## src/rtl/mips_ctrl_pkg.sv

```systemverilog
// Shared definitions for the multicycle MIPS control unit: FSM state
// encodings, opcode/funct constants and the datapath mux/ALU select codes.
package mips_ctrl_pkg;

  typedef enum logic [3:0] {
    S_FETCH  = 4'd0,
    S_DECODE = 4'd1,
    S_MEMADR = 4'd2,
    S_MEMRD  = 4'd3,
    S_MEMWB  = 4'd4,
    S_MEMWR  = 4'd5,
    S_REXEC  = 4'd6,
    S_RWB    = 4'd7,
    S_BRANCH = 4'd8,
    S_IEXEC  = 4'd9,
    S_IWB    = 4'd10,
    S_JUMP   = 4'd11,
    S_JAL    = 4'd12,
    S_JR     = 4'd13,
    S_FAULT  = 4'd15
  } state_t;

  // Opcodes (instruction[31:26])
  localparam logic [5:0] OP_RTYPE = 6'h00;
  localparam logic [5:0] OP_J     = 6'h02;
  localparam logic [5:0] OP_JAL   = 6'h03;
  localparam logic [5:0] OP_BEQ   = 6'h04;
  localparam logic [5:0] OP_BNE   = 6'h05;
  localparam logic [5:0] OP_ADDI  = 6'h08;
  localparam logic [5:0] OP_ADDIU = 6'h09;
  localparam logic [5:0] OP_ANDI  = 6'h0C;
  localparam logic [5:0] OP_ORI   = 6'h0D;
  localparam logic [5:0] OP_LUI   = 6'h0F;
  localparam logic [5:0] OP_LW    = 6'h23;
  localparam logic [5:0] OP_SW    = 6'h2B;

  // R-type funct codes (instruction[5:0])
  localparam logic [5:0] FN_SLL  = 6'h00;
  localparam logic [5:0] FN_SRL  = 6'h02;
  localparam logic [5:0] FN_SRA  = 6'h03;
  localparam logic [5:0] FN_JR   = 6'h08;
  localparam logic [5:0] FN_ADD  = 6'h20;
  localparam logic [5:0] FN_ADDU = 6'h21;
  localparam logic [5:0] FN_SUB  = 6'h22;
  localparam logic [5:0] FN_SUBU = 6'h23;
  localparam logic [5:0] FN_AND  = 6'h24;
  localparam logic [5:0] FN_OR   = 6'h25;
  localparam logic [5:0] FN_XOR  = 6'h26;
  localparam logic [5:0] FN_NOR  = 6'h27;
  localparam logic [5:0] FN_SLT  = 6'h2A;
  localparam logic [5:0] FN_SLTU = 6'h2B;

  // ALU operation codes
  localparam logic [2:0] ALU_ADD   = 3'b000;
  localparam logic [2:0] ALU_SUB   = 3'b001;
  localparam logic [2:0] ALU_FUNCT = 3'b010;
  localparam logic [2:0] ALU_AND   = 3'b011;
  localparam logic [2:0] ALU_OR    = 3'b100;
  localparam logic [2:0] ALU_LUI   = 3'b101;

  // PC source select
  localparam logic [1:0] PC_ALU    = 2'b00;
  localparam logic [1:0] PC_ALUOUT = 2'b01;
  localparam logic [1:0] PC_JUMP   = 2'b10;
  localparam logic [1:0] PC_RS     = 2'b11;

  // Register file destination select
  localparam logic [1:0] RD_RT = 2'b00;
  localparam logic [1:0] RD_RD = 2'b01;
  localparam logic [1:0] RD_RA = 2'b10;

  // Register write-back source select
  localparam logic [1:0] MR_ALUOUT = 2'b00;
  localparam logic [1:0] MR_MDR    = 2'b01;
  localparam logic [1:0] MR_PC     = 2'b10;

  // ALU B operand select
  localparam logic [1:0] SB_B       = 2'b00;
  localparam logic [1:0] SB_FOUR    = 2'b01;
  localparam logic [1:0] SB_IMM     = 2'b10;
  localparam logic [1:0] SB_IMM_SH2 = 2'b11;

  // R-type funct values the datapath ALU implements (JR handled separately)
  function automatic logic is_rtype_alu(input logic [5:0] fn);
    case (fn)
      FN_SLL, FN_SRL, FN_SRA, FN_ADD, FN_ADDU, FN_SUB, FN_SUBU,
      FN_AND, FN_OR, FN_XOR, FN_NOR, FN_SLT, FN_SLTU: return 1'b1;
      default: return 1'b0;
    endcase
  endfunction

endpackage

```

## src/rtl/mips_mem_wait_timer.sv

```systemverilog
// Counts consecutive cycles spent waiting on the shared memory and flags a
// timeout on the TIMEOUT-th such cycle. TIMEOUT = 0 disables the timeout.
//   clk       : rising-edge clock
//   reset     : synchronous, active-high
//   i_active  : FSM is in a state that waits on mem_ready
//   i_ready   : memory completed the access this cycle
//   o_timeout : this cycle is the TIMEOUT-th consecutive wait cycle
module mips_mem_wait_timer #(
  parameter int TIMEOUT = 16
) (
  input  logic clk,
  input  logic reset,
  input  logic i_active,
  input  logic i_ready,
  output logic o_timeout
);

  localparam int CNT_W = (TIMEOUT < 2) ? 1 : $clog2(TIMEOUT);
  localparam logic [CNT_W-1:0] LIMIT = (TIMEOUT == 0) ? '0 : CNT_W'(TIMEOUT - 1);

  logic [CNT_W-1:0] r_cnt;
  logic             w_wait;

  assign w_wait = i_active && !i_ready;
  // A ready in the limit cycle is not a wait cycle, so the access completes.
  assign o_timeout = (TIMEOUT != 0) && w_wait && (r_cnt == LIMIT);

  always_ff @(posedge clk) begin
    if (reset || !w_wait || o_timeout) r_cnt <= '0;
    else                               r_cnt <= r_cnt + 1'b1;
  end

endmodule

```

## src/rtl/mips_multicycle_ctrl.sv

```systemverilog
// Moore control FSM for a multicycle MIPS datapath with a shared,
// variable-latency memory. Outputs are decoded from the current state; only
// the FETCH/MEMWR completion strobes are qualified by mem_ready.
//   clk, reset           : clock, synchronous active-high reset
//   opcode, funct        : fields of the instruction register
//   zero                 : ALU zero flag (used by the datapath with branch/branch_not)
//   mem_ready            : memory completed the current access
//   pc_write .. fault    : 1-bit datapath controls, retire pulse, sticky fault
//   reg_dst .. pc_src    : 2-bit mux selects; alu_op : 3-bit ALU code
//   state                : current FSM state (debug)
module mips_multicycle_ctrl
  import mips_ctrl_pkg::*;
#(
  parameter int TIMEOUT = 16
) (
  input  logic       clk,
  input  logic       reset,
  input  logic [5:0] opcode,
  input  logic [5:0] funct,
  input  logic       zero,
  input  logic       mem_ready,
  output logic       pc_write,
  output logic       branch,
  output logic       branch_not,
  output logic       i_or_d,
  output logic       mem_read,
  output logic       mem_write,
  output logic       ir_write,
  output logic       reg_write,
  output logic       alu_src_a,
  output logic       imm_src,
  output logic       retire,
  output logic       fault,
  output logic [1:0] reg_dst,
  output logic [1:0] mem_to_reg,
  output logic [1:0] alu_src_b,
  output logic [1:0] pc_src,
  output logic [2:0] alu_op,
  output logic [3:0] state
);

  state_t     r_state;
  logic [2:0] r_imm_alu;   // ALU op for the I-type instruction, held through IWB
  logic       r_imm_zext;  // zero-extend immediate (ANDI/ORI)
  logic       r_is_bne;
  logic       w_wait_state;
  logic       w_timeout;
  logic       w_unused_zero;

  // The branch decision itself is taken in the datapath.
  assign w_unused_zero = zero;

  assign w_wait_state = (r_state == S_FETCH) || (r_state == S_MEMRD) || (r_state == S_MEMWR);

  mips_mem_wait_timer #(.TIMEOUT(TIMEOUT)) u_wait_timer (
    .clk      (clk),
    .reset    (reset),
    .i_active (w_wait_state),
    .i_ready  (mem_ready),
    .o_timeout(w_timeout)
  );

  always_ff @(posedge clk) begin
    if (reset) begin
      r_state    <= S_FETCH;
      r_imm_alu  <= ALU_ADD;
      r_imm_zext <= 1'b0;
      r_is_bne   <= 1'b0;
    end else if (w_timeout) begin
      r_state <= S_FAULT;
    end else begin
      case (r_state)
        S_FETCH: if (mem_ready) r_state <= S_DECODE;
        S_DECODE: begin
          r_is_bne   <= (opcode == OP_BNE);
          r_imm_zext <= (opcode == OP_ANDI) || (opcode == OP_ORI);
          case (opcode)
            OP_ANDI: r_imm_alu <= ALU_AND;
            OP_ORI:  r_imm_alu <= ALU_OR;
            OP_LUI:  r_imm_alu <= ALU_LUI;
            default: r_imm_alu <= ALU_ADD;
          endcase
          case (opcode)
            OP_RTYPE: begin
              if (funct == FN_JR)            r_state <= S_JR;
              else if (is_rtype_alu(funct))  r_state <= S_REXEC;
              else                           r_state <= S_FAULT;
            end
            OP_LW, OP_SW:                    r_state <= S_MEMADR;
            OP_BEQ, OP_BNE:                  r_state <= S_BRANCH;
            OP_ADDI, OP_ADDIU, OP_ANDI,
            OP_ORI, OP_LUI:                  r_state <= S_IEXEC;
            OP_J:                            r_state <= S_JUMP;
            OP_JAL:                          r_state <= S_JAL;
            default:                         r_state <= S_FAULT;
          endcase
        end
        S_MEMADR: r_state <= (opcode == OP_LW) ? S_MEMRD : S_MEMWR;
        S_MEMRD:  if (mem_ready) r_state <= S_MEMWB;
        S_MEMWR:  if (mem_ready) r_state <= S_FETCH;
        S_REXEC:  r_state <= S_RWB;
        S_IEXEC:  r_state <= S_IWB;
        S_MEMWB, S_RWB, S_IWB, S_BRANCH,
        S_JUMP, S_JAL, S_JR: r_state <= S_FETCH;
        S_FAULT:  r_state <= S_FAULT;
        default:  r_state <= S_FAULT;
      endcase
    end
  end

  assign state = r_state;

  always_comb begin
    pc_write   = 1'b0;
    branch     = 1'b0;
    branch_not = 1'b0;
    i_or_d     = 1'b0;
    mem_read   = 1'b0;
    mem_write  = 1'b0;
    ir_write   = 1'b0;
    reg_write  = 1'b0;
    alu_src_a  = 1'b0;
    imm_src    = 1'b0;
    retire     = 1'b0;
    fault      = 1'b0;
    reg_dst    = RD_RT;
    mem_to_reg = MR_ALUOUT;
    alu_src_b  = SB_B;
    pc_src     = PC_ALU;
    alu_op     = ALU_ADD;
    // Reset silences every control so an abandoned instruction writes nothing.
    if (!reset) begin
      case (r_state)
        S_FETCH: begin
          mem_read  = 1'b1;
          alu_src_b = SB_FOUR;
          ir_write  = mem_ready;
          pc_write  = mem_ready;
        end
        S_DECODE: alu_src_b = SB_IMM_SH2;
        S_MEMADR: begin
          alu_src_a = 1'b1;
          alu_src_b = SB_IMM;
        end
        S_MEMRD: begin
          i_or_d   = 1'b1;
          mem_read = 1'b1;
        end
        S_MEMWR: begin
          i_or_d    = 1'b1;
          mem_write = 1'b1;
          retire    = mem_ready;
        end
        S_MEMWB: begin
          reg_write  = 1'b1;
          mem_to_reg = MR_MDR;
          retire     = 1'b1;
        end
        S_REXEC: begin
          alu_src_a = 1'b1;
          alu_op    = ALU_FUNCT;
        end
        S_RWB: begin
          reg_write = 1'b1;
          reg_dst   = RD_RD;
          retire    = 1'b1;
        end
        S_BRANCH: begin
          alu_src_a  = 1'b1;
          alu_op     = ALU_SUB;
          pc_src     = PC_ALUOUT;
          branch     = !r_is_bne;
          branch_not = r_is_bne;
          retire     = 1'b1;
        end
        S_IEXEC: begin
          alu_src_a = 1'b1;
          alu_src_b = SB_IMM;
          imm_src   = r_imm_zext;
          alu_op    = r_imm_alu;
        end
        S_IWB: begin
          reg_write = 1'b1;
          retire    = 1'b1;
          imm_src   = r_imm_zext;
          alu_op    = r_imm_alu;
        end
        S_JUMP: begin
          pc_write = 1'b1;
          pc_src   = PC_JUMP;
          retire   = 1'b1;
        end
        S_JAL: begin
          pc_write   = 1'b1;
          pc_src     = PC_JUMP;
          retire     = 1'b1;
          reg_write  = 1'b1;
          reg_dst    = RD_RA;
          mem_to_reg = MR_PC;
        end
        S_JR: begin
          pc_write = 1'b1;
          pc_src   = PC_RS;
          retire   = 1'b1;
        end
        S_FAULT: fault = 1'b1;
        default: ;
      endcase
    end
  end

endmodule
```

## config.mk

```make
export PLATFORM = sky130hd
export DESIGN_NAME = mips_multicycle_ctrl
export DESIGN_NICKNAME = d
export VERILOG_FILES = /design/src/rtl/mips_ctrl_pkg.sv /design/src/rtl/mips_mem_wait_timer.sv /design/src/rtl/mips_multicycle_ctrl.sv
export SDC_FILE = /design/constraint.sdc
export NUM_CORES = 1
export LEC_CHECK = 0
export CAP_MARGIN = 15
export CELL_PAD_IN_SITES_DETAIL_PLACEMENT = 1
export CELL_PAD_IN_SITES_GLOBAL_PLACEMENT = 1
export CORE_AREA = 2 2 63 65
export CTS_BUF_LIST = sky130_fd_sc_hd__clkbuf_4
export CTS_CLUSTER_DIAMETER = 150
export DETAILED_ROUTE_END_ITERATION = 10
export DIE_AREA = 0 0 65 67
export PLACE_DENSITY = 0.89
export SYNTH_ARGS = -nofsm -noshare
export SYNTH_HDL_FRONTEND = slang
export SYNTH_SLANG_ARGS = --single-unit
```

## constraint.sdc

```tcl
create_clock -name clk -period 2.65 [get_ports clk]
set_clock_uncertainty 0.05 [all_clocks]
set_input_delay 0.53 -clock clk [delete_from_list [all_inputs] [get_ports clk]]
set_output_delay 0.53 -clock clk [all_outputs]
set_load 0.01 [all_outputs]
```

==> metrics.txt, run 1 <==
Yosys top cell area share=a little over a fifth; total number of vias=~1500; Setup Viol. Count Final=0; Top FF cell, synth=dfxtp_1; met3 Use GR=about 2.0%; Nets=242; vias in the first global route=approximately 1400; R2R Setup Slk=around 0.92 ns; gr busiest metal=met2; gr usage total=about a fifth; Comb pwr share=a little over two thirds; clock root buffer=clkbuf_4; Antenna Nets Post-Route=0; Hold-fix buffers, CTS=0; Area growth syn-to-layout=49.2%; mapped cell area=roughly 1200 um^2; fin crit share=between 90% and 100%; CP startpoint kind=register; WL/cell=~15 um; capturing point of the worst reg2reg path=state[1]; Critical-path top delay cell=clkdlybuf4s50_1; antenna violations before repair=0; Power Density=just over 800 nW/um^2; ys async rst share=0%; relative max-transition margin=between 60% and 70%; Max Clock Freq=0.392 GHz; Top Ports=43; GR Overflow Total=0; Yosys cell types=between 40 and 50; max-slew violation count=0; Reg2Reg Depth=5; max-cap violations=0; post-layout min period=approximately 2.6 ns; first-pass GRT wire length=~6600 um; Slew @ Worst Pin=around 0.44 ns; Hold WC Path Type=register to register; met1 usage=a little under a quarter; Core Rows=22; routed via count divided by cell count=5.44; worst hold path depth=1; RSZ-0062 raised after global routing=no; Yosys reg bits=13; Starting Density=34.0%; sequential share of the synthesized area=a little over a fifth; Seq pwr share=20.2%; # fillers=468; clk slew on worst S/H paths=0.08 ns; endpoints failing hold=0; Post-synth EDFFs=0; Buf/Inv on CP=2; Synth Warn #=0; area of the die=between 4000 and 5000 um^2; ant diodes=0; Synth area leaders=dfxtp_1, nor2_1, a21oi_1; CP max stage delay=around 0.6 ns; average cell area after synthesis=around 7.0 um^2; layout cells sized above 1=17.0%; Max Root-Sink Buffers=2; worst path required time=between 2 and 2.5 ns; GPL Wtd Cong=between 0.8 and 0.9; total core area=roughly 3600 um^2; CP top delay family=buffers and inverters; status=finished clean; most frequent cells in the layout=clkdlybuf4s50_1, nor2_1, buf_4; met2 track demand over resource=35.7%; 1st-iter DRT viols=between 50 and 60; Fin Setup TNS=0 ns; Detail Placement HPWL=3090 um; worst reg2reg path startpoint=state[1]; Die Wd=roughly 65 um; Syn Nets=around 190; H-tree level count=1; WP data arrival=~2.0 ns; destination of the worst hold path=u_wait_timer.r_cnt[0]; Max IR drop VDD=roughly 0.00026 V; hold_sp=u_wait_timer.r_cnt[0]; TritonCTS Buffers=3; Syn Inst Count=~180; Chip Height=67 um; clk_lat worst skew=around 0.28 ns; most common cell after layout, fill and taps aside=clkdlybuf4s50_1; Clk pwr share=a little under a tenth; post-layout total power=~1.5 mW; Yosys top cell by area=dfxtp_1; crit path max fanout=12; Int Pwr=just over 0.8 mW; crit end category=output pin; start point of the critical path=state[1]; switching part of the total=a little under half; buffers added on ports=41; largest net degree at the start of global routing=13; CTS tree=done; Sink Count=13; switching power=between 0.6 and 0.7 mW; DRT Pass-1 Iters=4; kind of critical path=register to output pin; CP Cell Sequence=buf_4 > maj3_1 > nor3_1 > clkdlybuf4s50_1; post-route DRC violation count=0; Detailed Route WL=3970 um; static leakage=0.699 nW
per-layer routing:
layer	routed length, um	vias to the layer above
met4	48	0
met3	107	6
met1	1740	716
met5	0	-
li1	-	725
met2	2070	33
metrics by stage:
stage	hold WS, ns	cell area [um^2]	setup WS, ns	utilization (%)	instances
2_1_floorplan	0.382	1230	0.502	-	175
3_3_place_gp	0.396	1760	-0.140	48.9	268
3_5_place_dp	0.403	1760	-0.163	48.9	268
4_1_cts	0.415	1800	0.0287	50.0	272
5_1_grt	0.460	1830	0.0309	50.7	272
6_report	0.418	1830	0.0984	50.7	272
worst max-delay path by stage:
stage,endpoint,cells after the start
2_1_floorplan,retire,4
3_3_place_gp,retire,5
3_5_place_dp,retire,5
4_1_cts,pc_write,6
5_1_grt,alu_op[1],6
6_report,alu_op[0],4
power by group through the flow:
stage	combinational (mW)	sequential, mW	clock [mW]
final	1.06	0.303	0.138
after global routing	1.16	0.309	0.149
after global placement	0.992	0.289	0
after detailed placement	1.02	0.290	0
after CTS	1.03	0.287	0.138
after floorplan	0.584	0.279	0
what timing repair did:
action                     4_1_cts  5_1_grt
pin swaps                        0        0
hold endpoints to repair         0        0
gates resized for setup          6        8
setup buffers                    0        0
setup endpoints to repair        9        7
layout make-up:
cell class              instances  area (um^2)  share of cell area (%)
clock buffers                   4         30.0                    1.64
inverters                       3         11.3                   0.616
multi-input cells             143          897                    49.0
flip-flops and latches         13          267                    14.6
well taps                      48         60.1                    3.28
repair buffers                 61          564                    30.8
flip-flops by register name, summed over array words and instances, names as in the netlist:
name / cells
r_imm_alu: 3
r_is_bne: 1
state: 4
u_wait_timer.r_cnt: 4
r_imm_zext: 1
cell families (layout without fill, tap and decap cells):
logic type      Yosys count  in the layout  share of synthesized area (%)
compound gates           41             41                           21.8
xor+xnor                  4              4                           2.86
fa+ha+maj                 2              2                           1.84
buf+inv                  19             68                           7.76
flops                    13             13                           21.2
mux                       1              1                          0.918
simple gates             95             95                           43.6
Yosys cell counts (2+ instances only):
| library cell | number |
|---|---|
| a311oi_1 | 5 |
| a21oi_1 | 16 |
| nand4b_1 | 2 |
| nand3_1 | 3 |
| a31oi_1 | 3 |
| nor2_1 | 25 |
| nor4_1 | 3 |
| o21ai_0 | 4 |
| nand2_1 | 12 |
| a211oi_1 | 2 |
| xor2_1 | 3 |
| clkbuf_1 | 4 |
| and2_1 | 2 |
| and3_1 | 4 |
| nand2b_1 | 10 |
| o31ai_1 | 2 |
| inv_1 | 3 |
| nor3_1 | 14 |
| a2111oi_0 | 2 |
| dfxtp_1 | 13 |
| buf_2 | 10 |
| or2_2 | 2 |
| nor2b_1 | 8 |
No activity file was read; power rests on OpenSTA's default activity.
==> inputs of run 2 (changes only) <==
--- a/config.mk
+++ b/config.mk
@@ -13,7 +13,9 @@
 export CTS_CLUSTER_DIAMETER = 150
 export DETAILED_ROUTE_END_ITERATION = 10
 export DIE_AREA = 0 0 65 67
+export GPL_ROUTABILITY_DRIVEN = 0
 export PLACE_DENSITY = 0.89
 export SYNTH_ARGS = -nofsm -noshare
 export SYNTH_HDL_FRONTEND = slang
 export SYNTH_SLANG_ARGS = --single-unit
+export TNS_END_PERCENT = 5
==> metrics.txt, run 2 (synthesis results as in run 1) <==
Detailed Route WL=3970 um (unchanged); gr usage total=19.4% (unchanged); destination of the worst hold path=u_wait_timer.r_cnt[0]; Max Clock Freq=0.392 GHz (unchanged); Buf/Inv on CP=2 (unchanged); most common cell after layout, fill and taps aside=clkdlybuf4s50_1; clk slew on worst S/H paths=0.08 ns (about the same); vias in the first global route=1429 (unchanged); Sink Count=13 (unchanged); Setup WS pre-CTS=-0.163 ns (unchanged); WL/cell=14.6 um (unchanged); Hold-fix buffers, CTS=0 (unchanged); Die Wd=65 um (unchanged); post-layout min period=2.55 ns (unchanged); Critical-path top delay cell=clkdlybuf4s50_1; Max IR drop VDD=0.000258 V (about the same); 1st-iter DRT viols=51 (unchanged); largest net degree at the start of global routing=13 (unchanged); CP startpoint kind=register; first-pass GRT wire length=6630 um (unchanged); Hold WC Path Type=register to register; hold_sp=u_wait_timer.r_cnt[0]; GR Overflow Total=0 (unchanged); Chip Height=67 um (unchanged); endpoints failing hold=0 (unchanged); Starting Density=34.0% (unchanged); relative max-transition margin=69.9% (unchanged); Antenna Nets Post-Route=0 (unchanged); area of the die=4360 um^2 (unchanged); static leakage=0.704 nW (+0.65%); Area growth syn-to-layout=49.1% (about the same); CP top delay family=buffers and inverters; post-route DRC violation count=0 (unchanged); worst hold slack=0.418 ns (+0.0000420 ns); Setup Viol. Count Final=0 (unchanged); Post-CTS Setup Bufs=0 (unchanged); R2R Setup Slk=0.92 ns (about the same); fin crit share=96.3% (unchanged); DRT Pass-1 Iters=4 (unchanged); crit path max fanout=12 (unchanged); ant diodes=0 (unchanged); CTS tree=done; Top Ports=43 (unchanged); Clk pwr share=9.2% (about the same); capturing point of the worst reg2reg path=state[1]; max-cap violations=0 (unchanged); max-slew violation count=0 (unchanged); most frequent cells in the layout=clkdlybuf4s50_1, nor2_1, buf_4; final setup margin=0.0984 ns (unchanged); Core Rows=22 (unchanged); Int Pwr=0.810 mW (-0.26%); kind of critical path=register to output pin; worst reg2reg path startpoint=state[1]; Slew @ Worst Pin=0.440 ns (unchanged); antenna violations before repair=0 (unchanged); total core area=3610 um^2 (unchanged); CP max stage delay=0.59 ns (about the same); buffers added on ports=41 (unchanged); layout cells sized above 1=17.0% (unchanged); total number of vias=1481 (+0.068%); # resized after CTS=8 (+2); worst hold path depth=1 (unchanged); Comb pwr share=70.5% (about the same); Fin Setup TNS=0 ns (unchanged); TritonCTS Buffers=3 (unchanged); crit end category=output pin; clock root buffer=clkbuf_4; switching power=0.685 mW (about the same); WP data arrival=1.97 ns (about the same); Seq pwr share=20.3% (about the same); Power Density=818 nW/um^2 (about the same); post-layout total power=1.50 mW (-0.14%); Max Root-Sink Buffers=2 (unchanged); H-tree level count=1 (unchanged); Reg2Reg Depth=5 (unchanged); clk_lat worst skew=0.28 ns (about the same); Nets=242 (unchanged); CP Cell Sequence=buf_4 > maj3_1 > nor3_1 > clkdlybuf4s50_1; RSZ-0062 raised after global routing=no; worst path required time=2.07 ns (about the same); status=finished clean; Final Util=50.7% (about the same); Detail Placement HPWL=3090 um (unchanged); switching part of the total=45.8% (+0.066 points); routed via count divided by cell count=5.44 (about the same)
==> run 2: power groups by stage <==
stage	Clock (mW)	Sequential (mW)	Combinational, mW
global placement	0	0.289	0.992
finish	0.138	0.303	1.05
global route	0.149	0.309	1.16
detailed placement	0	0.290	1.02
floorplan	0	0.279	0.584
CTS	0.138	0.287	1.03
==> run 2: per-layer routing <==
| layer | vias to the layer above | wire, um | track usage (%) |
|---|---|---|---|
| met3 | 6 | 108 | 2.03 |
| met4 | 0 | 48 | 6.65 |
| met1 | 717 | 1740 | 23.4 |
| li1 | 725 | - | - |
| met2 | 33 | 2070 | 35.7 |
| met5 | - | 0 | 0 |
==> run 2: how the worst max path moves through the flow <==
| stage | slack (ns) | cells after the start | to | from |
|---|---|---|---|---|
| after global routing | 0.03 | 6 | alu_op[1] | state[2] |
| after global placement | -0.14 | 5 | retire | mem_ready |
| after CTS | 0.02 | 6 | pc_write | state[1] |
| final | 0.1 | 4 | alu_op[0] | state[1] |
| after floorplan | 0.50 | 4 | retire | state[1] |
| after detailed placement | -0.16 | 5 | retire | mem_ready |
==> run 2: stage by stage <==
stage                     area [um^2]  instances
final                            1830        272
after detailed placement         1760        268
after global placement           1760        268
after floorplan                  1230        175
after global routing             1830        272
after CTS                        1810        272
==> run 2: cell type report <==
cell class                 count  area (um^2)
multi-input combinational    143          897
fill                         467         1780
clock buffer                   4         30.0
timing repair buffer          61          563
tap                           48         60.1
inverter                       3         11.3
sequential                    13          267
==> inputs of run 3 (changes only) <==
--- a/config.mk
+++ b/config.mk
@@ -13,7 +13,6 @@
 export CTS_CLUSTER_DIAMETER = 150
 export DETAILED_ROUTE_END_ITERATION = 10
 export DIE_AREA = 0 0 65 67
-export GPL_ROUTABILITY_DRIVEN = 0
 export PLACE_DENSITY = 0.89
 export SYNTH_ARGS = -nofsm -noshare
 export SYNTH_HDL_FRONTEND = slang
==> results of run 3 <==
Same layout as run 2: the final DEF is identical, and so are final timing and power.
